## config.mk

```make
export PLATFORM = sky130hd
export DESIGN_NAME = alu_op_scheduler
export DESIGN_NICKNAME = d
export VERILOG_FILES = /design/src/rtl/alu_op_scheduler.sv
export SDC_FILE = /design/constraint.sdc
export NUM_CORES = 1
export LEC_CHECK = 0
export ABC_AREA = 0
export BUFFER_PORTS_ARGS = -buffer_cell sky130_fd_sc_hd__buf_2
export CORE_MARGIN = 8
export CORE_UTILIZATION = 45
export DETAILED_ROUTE_END_ITERATION = 10
export GPL_TIMING_DRIVEN = 0
export PLACE_DENSITY_LB_ADDON = 0.12
export SYNTH_ARGS = -nofsm -noshare
export SYNTH_HDL_FRONTEND = slang
export SYNTH_SLANG_ARGS = --single-unit
```

## constraint.sdc

```tcl
create_clock -name CLK -period 2.7 [get_ports CLK]
set_input_delay 0.54 -clock CLK [delete_from_list [all_inputs] [get_ports CLK]]
set_output_delay 0.54 -clock CLK [all_outputs]
set_load 0.01 [all_outputs]
```

## src/rtl/alu_op_scheduler.sv

```systemverilog
// Round-robin scheduler that shares one external registered ALU between two
// requesters and returns each result on a valid/ready response channel.
`timescale 1ns/1ps
module alu_op_scheduler #(
    parameter int unsigned WIDTH   = 32,
    parameter int unsigned ALU_LAT = 1
) (
    input  logic             CLK,
    input  logic             RST_N,
    input  logic             req0_valid,
    output logic             req0_ready,
    input  logic [WIDTH-1:0] req0_A,
    input  logic [WIDTH-1:0] req0_B,
    input  logic [2:0]       req0_Sel,
    input  logic             req1_valid,
    output logic             req1_ready,
    input  logic [WIDTH-1:0] req1_A,
    input  logic [WIDTH-1:0] req1_B,
    input  logic [2:0]       req1_Sel,
    output logic             rsp_valid,
    input  logic             rsp_ready,
    output logic             rsp_id,
    output logic [WIDTH-1:0] rsp_R,
    output logic             rsp_Z,
    output logic             rsp_err,
    output logic [WIDTH-1:0] alu_A,
    output logic [WIDTH-1:0] alu_B,
    output logic [2:0]       alu_Sel,
    input  logic [WIDTH-1:0] alu_R,
    input  logic             alu_Zflag,
    output logic             busy
);

    localparam int unsigned CNT_W = $clog2(ALU_LAT + 1);

    typedef enum logic [1:0] {
        IDLE = 2'd0,
        EXEC = 2'd1,
        RESP = 2'd2
    } state_t;

    state_t           r_state, w_state_nxt;
    logic [CNT_W-1:0] r_cnt, w_cnt_nxt;
    logic             r_last, w_last_nxt;
    logic             r_id, w_id_nxt;
    logic [WIDTH-1:0] r_alu_A, w_alu_A_nxt;
    logic [WIDTH-1:0] r_alu_B, w_alu_B_nxt;
    logic [2:0]       r_alu_Sel, w_alu_Sel_nxt;
    logic             r_rsp_valid, w_rsp_valid_nxt;
    logic [WIDTH-1:0] r_rsp_R, w_rsp_R_nxt;
    logic             r_rsp_Z, w_rsp_Z_nxt;
    logic             r_rsp_err, w_rsp_err_nxt;
    logic             r_busy, w_busy_nxt;

    logic             w_any_valid;
    logic             w_grant;
    logic             w_accept;
    logic [WIDTH-1:0] w_pay_A, w_pay_B;
    logic [2:0]       w_pay_Sel;
    logic             w_illegal;

    // Arbitration: lone requester wins; on a tie the one not served last wins
    assign w_any_valid = req0_valid | req1_valid;
    assign w_grant     = (req0_valid & req1_valid) ? ~r_last : req1_valid;
    assign w_accept    = (r_state == IDLE) & w_any_valid;
    assign req0_ready  = w_accept & ~w_grant;
    assign req1_ready  = w_accept & w_grant;
    assign w_pay_A     = w_grant ? req1_A   : req0_A;
    assign w_pay_B     = w_grant ? req1_B   : req0_B;
    assign w_pay_Sel   = w_grant ? req1_Sel : req0_Sel;
    assign w_illegal   = w_pay_Sel[2] & w_pay_Sel[1];
    assign w_busy_nxt  = (w_state_nxt != IDLE);

    // State register
    always_ff @(posedge CLK or negedge RST_N) begin
        if (!RST_N) begin
            r_state <= IDLE;
        end else begin
            r_state <= w_state_nxt;
        end
    end

    // Next-state and next-datapath logic
    always_comb begin
        w_state_nxt     = r_state;
        w_cnt_nxt       = r_cnt;
        w_last_nxt      = r_last;
        w_id_nxt        = r_id;
        w_alu_A_nxt     = r_alu_A;
        w_alu_B_nxt     = r_alu_B;
        w_alu_Sel_nxt   = r_alu_Sel;
        w_rsp_valid_nxt = r_rsp_valid;
        w_rsp_R_nxt     = r_rsp_R;
        w_rsp_Z_nxt     = r_rsp_Z;
        w_rsp_err_nxt   = r_rsp_err;
        case (r_state)
            IDLE: begin
                if (w_accept) begin
                    w_id_nxt   = w_grant;
                    w_last_nxt = w_grant;
                    if (w_illegal) begin
                        // Illegal opcode never reaches the ALU
                        w_rsp_R_nxt     = '0;
                        w_rsp_Z_nxt     = 1'b1;
                        w_rsp_err_nxt   = 1'b1;
                        w_rsp_valid_nxt = 1'b1;
                        w_state_nxt     = RESP;
                    end else begin
                        w_alu_A_nxt   = w_pay_A;
                        w_alu_B_nxt   = w_pay_B;
                        w_alu_Sel_nxt = w_pay_Sel;
                        w_cnt_nxt     = CNT_W'(ALU_LAT);
                        w_state_nxt   = EXEC;
                    end
                end
            end
            EXEC: begin
                if (r_cnt == '0) begin
                    w_rsp_R_nxt     = alu_R;
                    w_rsp_Z_nxt     = alu_Zflag;
                    w_rsp_err_nxt   = 1'b0;
                    w_rsp_valid_nxt = 1'b1;
                    w_state_nxt     = RESP;
                end else begin
                    w_cnt_nxt = r_cnt - CNT_W'(1);
                end
            end
            RESP: begin
                if (rsp_ready) begin
                    w_rsp_valid_nxt = 1'b0;
                    w_state_nxt     = IDLE;
                end
            end
            default: begin
                w_state_nxt = IDLE;
            end
        endcase
    end

    // Datapath and output registers
    always_ff @(posedge CLK or negedge RST_N) begin
        if (!RST_N) begin
            r_cnt       <= '0;
            r_last      <= 1'b1;
            r_id        <= 1'b0;
            r_alu_A     <= '0;
            r_alu_B     <= '0;
            r_alu_Sel   <= '0;
            r_rsp_valid <= 1'b0;
            r_rsp_R     <= '0;
            r_rsp_Z     <= 1'b0;
            r_rsp_err   <= 1'b0;
            r_busy      <= 1'b0;
        end else begin
            r_cnt       <= w_cnt_nxt;
            r_last      <= w_last_nxt;
            r_id        <= w_id_nxt;
            r_alu_A     <= w_alu_A_nxt;
            r_alu_B     <= w_alu_B_nxt;
            r_alu_Sel   <= w_alu_Sel_nxt;
            r_rsp_valid <= w_rsp_valid_nxt;
            r_rsp_R     <= w_rsp_R_nxt;
            r_rsp_Z     <= w_rsp_Z_nxt;
            r_rsp_err   <= w_rsp_err_nxt;
            r_busy      <= w_busy_nxt;
        end
    end

    assign rsp_valid = r_rsp_valid;
    assign rsp_id    = r_id;
    assign rsp_R     = r_rsp_R;
    assign rsp_Z     = r_rsp_Z;
    assign rsp_err   = r_rsp_err;
    assign alu_A     = r_alu_A;
    assign alu_B     = r_alu_B;
    assign alu_Sel   = r_alu_Sel;
    assign busy      = r_busy;

endmodule
```

### Word level (Yosys, flattened, before mapping)

Cells that the tools add are included.

* mux-type cells: 26
* equality and inequality tests: 7
* $add $sub $neg: 1
* divide/modulo/power cells: 0
* multiply operators: 0
* magnitude comparators: 0
* reduce and logical (&&, ||, !) cells: 9
* shift operators: 0
* bitwise operators: 9

Operator list (count)
* two-way mux 32 bit: 5
* one-hot mux 32 bit (2 select lines): 1
* two-way mux 1 bit: 10
* != test 2 bit (second input constant): 5
* two-way mux 2 bit: 4
* one-hot mux 1 bit (2 select lines): 3
* one-hot mux 2 bit (3 select lines): 1
* AND reduction 3 bit: 2
* AND 1 bit: 5
* AND reduction 5 bit: 1
* AND reduction 4 bit: 1
* nonzero test 2 bit: 2
* two-way mux 3 bit: 1
* inverter 1 bit: 3
* one-hot mux 1 bit (3 select lines): 1
* nonzero test 3 bit: 1
* equality test 2 x 1 -> 1 bit (second input constant): 1
* equality test 2 bit (second input constant): 1
* zero test 2 bit: 1
* AND reduction 2 bit: 1
* bitwise OR 1 bit: 1
* subtractor 1 bit (second input constant): 1

* bits in writable memories: 0
* ROM bits: 0
* memories kept: 0
* output and inout bits: 106
* word-level logic and storage cells: 64
* latch bits: 0
* bits of input ports: 172
* register bits: 108

### Longest topological paths before layout

* depth in word-level cells: 8
* gate-level depth with buffers: 7
* depth with buffers taken out: 4

### Least setup slack after synthesis

No wires, ideal clock.

* kind: in2out
* from: input port req0_valid
* to: output port req1_ready
* data required time: 2160 ps
* path buffers: 2
* path slack: 841 ps
* cell stages on the path: 5
* arrival: 1319 ps
* cell sequence: buf_2 > nand2_1 > nand2_1 > buf_2 > nor3_1

* longest elaborated chain between the ends: 3
* elaborated cells between the ends (all ways): 5
* classes of those cells: mux (1); bitwise (4)

Ends and longest elaborated chain
* from (decl): line 10 `input logic req0_valid,`
* bitwise OR 1 bit or AND 1 bit (tied branches): line 63, 64
* AND 1 bit or two-way mux 1 bit (tied branches): line 65, 64
* AND 1 bit (*): line 67 `assign req1_ready = w_accept & w_grant;`
* to (decl): line 16 `output logic req1_ready,`

Mark *: on every way between the ends. The rest lies on a longest branch, timed or not.

### Final worst setup path

* from: register r_state[1]
* to: output port req0_ready

* longest elaborated chain between the ends: 3

Ends and longest elaborated chain
* from (decl): line 42 `state_t r_state, w_state_nxt;`
* from (signal assigned): line 79 `r_state <= w_state_nxt;`
* zero test 2 bit: line 65 `assign w_accept = (r_state == IDLE) & w_any_valid;`
* AND 1 bit: line 65
* AND 1 bit: line 66 `assign req0_ready = w_accept & ~w_grant;`
* to (decl): line 11 `output logic req0_ready,`

No other way between the ends.

==> out/metrics.cfg <==
[logic_synthesis]
synth.distinct_cells = 26
synth_async_sr_flop_share_pct = 100
synth_edf_count = 0
ys_warn_count = 0
synth_cells = 561
synth_common_cells = nand2_1 (202), dfrtp_1 (107), a21oi_1 (102)
yosysTopAreaCellShare_pct = 54.9
synth-seq-cells = 108
syn-num-nets = 733
avgSynthCellArea_um2 = 8.69
ys.flop_type = dfrtp_1
yosys.area.top_type = dfrtp_1
syn_area_um2 = 4870
ys_top_cells_by_area = dfrtp_1 (55%), nand2_1 (16%), a21oi_1 (10%)
yosysSeqAreaShare_pct = 55.5
synth_most_common_cell = nand2_1

[placed_design]
place_ws_ns = 0.544
gp_congestion = 0.836
hpwl_um = 13000
place_area_um2 = 6460
post-place-cells = 977
portBuffers = 275

[cells_and_area]
drive_gt1_share_pct = 38.3
fin_cells = 993
fillers = 980
nets = 1020
design_area_um2 = 6710
n_antenna_cell = 0
syn_to_final_growth_pct = 37.6

[cts]
cts_tree = yes
cts_resized = 0
cts_buffers = 9
insertion_delay_ns = 0.38
clk_pin_slew_worst_paths_ns = 0.10
clockBufferDepth = 2
cts_root_buf = clkbuf_8
post_cts_buffers = 0
ctsHoldBuffers = 0
htree_levels = 3
clock-sinks = 108

[floorplanning]
fp.dieH_um = 120
dieArea_um2 = 14400
rows = 38
die_x_um = 120
num_io_pins = 278
start_util_pct = 45.6
core_um2 = 10700

[critical_path]
cpMaxStageDelayCell = dfrtp_1
critPathRequiredTime_ns = 2.16
crit_arrival_ns = 1.81
crit_chain = clkbuf_1 > nor2_1 > o21ai_0 > nor2_1 > buf_2
setup.worst_path.start_class = register
crit_type = register to output pin
crit_top_cell = nor2_1
cp.buffers_inverters = 2
end_kind = output pin
critPathMaxFanout = 9
max_stage_delay_ns = 0.37
cp_top_family = simple AND/OR/NAND/NOR gates

[detailed_routing]
vias_per_cell = 5.14
num_vias = 5102
wl_per_cell_um = 16.8
first_iter_violations = 212
ant_nets = 0
drc_errors = 0
dr.pass1.iters = 4
wl_um = 16700

[global_routing]
antenna_found_initial = 0
grtUsageTotal_pct = 22.8
grt_pass1_vias = 5381
grt_max_degree = 72
grt_overflow = 0
grt_pass1_wl_um = 26600

[power_and_ir_drop]
finalPower_uw = 7310
vdd_drop_max_uv = 462
leakagePower_uw = 0.00340
power_density_nw_per_um2 = 1090

[job]
cap_violations = 0

[timing]
finalCritPeriodShare_pct = 87.2
fin_skew_ns = 0.0140
timing.fmax_mhz = 425
fin_ws_ns = 0.346
worst_slew_pin_slew_ns = 0.655
whs_ns = 0.131
rsz0062_at_grt = no
fin_crit_ns = 2.35
hold_violations = 0
maxSlewViolCount = 0
slew_headroom_pct = 55.2
finalSetupViolations = 0

[min_path]
worstHoldPathType = primary input to asynchronous set/reset pin

[status]
status = completed

==> layout make-up <==
cell class / count / area [um2] / area share, %
well taps: 140 / 175 / 2.61
repair buffers: 276 / 1410 / 21.0
clock buffers: 10 / 138 / 2.05
plain buffers: 49 / 263 / 3.92
flip-flops and latches: 108 / 2700 / 40.3
clock inverters: 6 / 111 / 1.66
multi-input cells: 401 / 1900 / 28.3
inverters: 3 / 11.3 / 0.168
==> registers in the layout, summed over array words and instances (netlist names) <==
register / count
r_cnt: 1
alu_Sel: 3
rsp_err: 1
r_last: 1
alu_A: 32
rsp_R: 32
rsp_valid: 1
busy: 1
rsp_id: 1
rsp_Z: 1
r_state: 2
alu_B: 32
==> kinds of logic (layout without fill, tap and decap cells) <==
group	after synthesis	in the layout	synth area share (%)
buf+inv	52	344	5.62
compound gates	183	183	21.5
flops	108	108	55.5
simple gates	217	217	17.1
mux	1	1	0.308
==> per-layer routing <==
metal  up-vias  routed length [um]  global-route usage [%]
met1      2397                6670                    26.0
met4         0                 310                    7.88
li1       2481                   -                       -
met2       198                8210                    39.3
met5         -                   0                       0
met3        26                1470                    7.47
==> through the flow <==
step / setup TNS (ns) / utilization, %
after global placement: -16.12 / 60.1
after global routing: 0 / 62.7
after floorplan: 0 / -
after detailed placement: 0 / 60.4
after CTS: 0 / 62.7
final: 0 / 62.7
==> cells in the final DEF, fill, tap and decap left out, drive strengths merged, types with 2 or more instances in the layout <==
| cell type | count |
|---|---|
| a21oi | 102 |
| a2111oi | 2 |
| o21ba | 2 |
| buf | 305 |
| nor2 | 7 |
| o21ai | 3 |
| nor2b | 2 |
| bufinv | 3 |
| o22ai | 2 |
| a21o | 2 |
| nand2b | 3 |
| nand2 | 202 |
| dfrtp | 107 |
| clkinv | 2 |
| inv | 3 |
| nor3 | 2 |
| a31oi | 66 |
| clkbuf | 30 |
==> power by group <==
| part | switching, uW | internal [uW] |
|---|---|---|
| registers | 421 | 2380 |
| logic | 1960 | 1360 |
| clock network | 548 | 641 |
| total | 2930 | 4380 |
==> path summary, 6_finish.rpt <==
check	from	end	slack, ns	depth (start not counted)
worst max-delay path	r_state[1]	req0_ready	0.35	5
worst min-delay path	RST_N	rsp_R[13]	0.13	1
worst max register to register	r_state[1]	alu_A[22]	0.77	7
worst min register to register	rsp_id	rsp_id	0.48	1
max in group asynchronous	RST_N	r_last	1.81	2
min in group CLK	alu_R[8]	rsp_R[8]	0.39	3
Note: power is estimated with default switching activity, not from simulation.
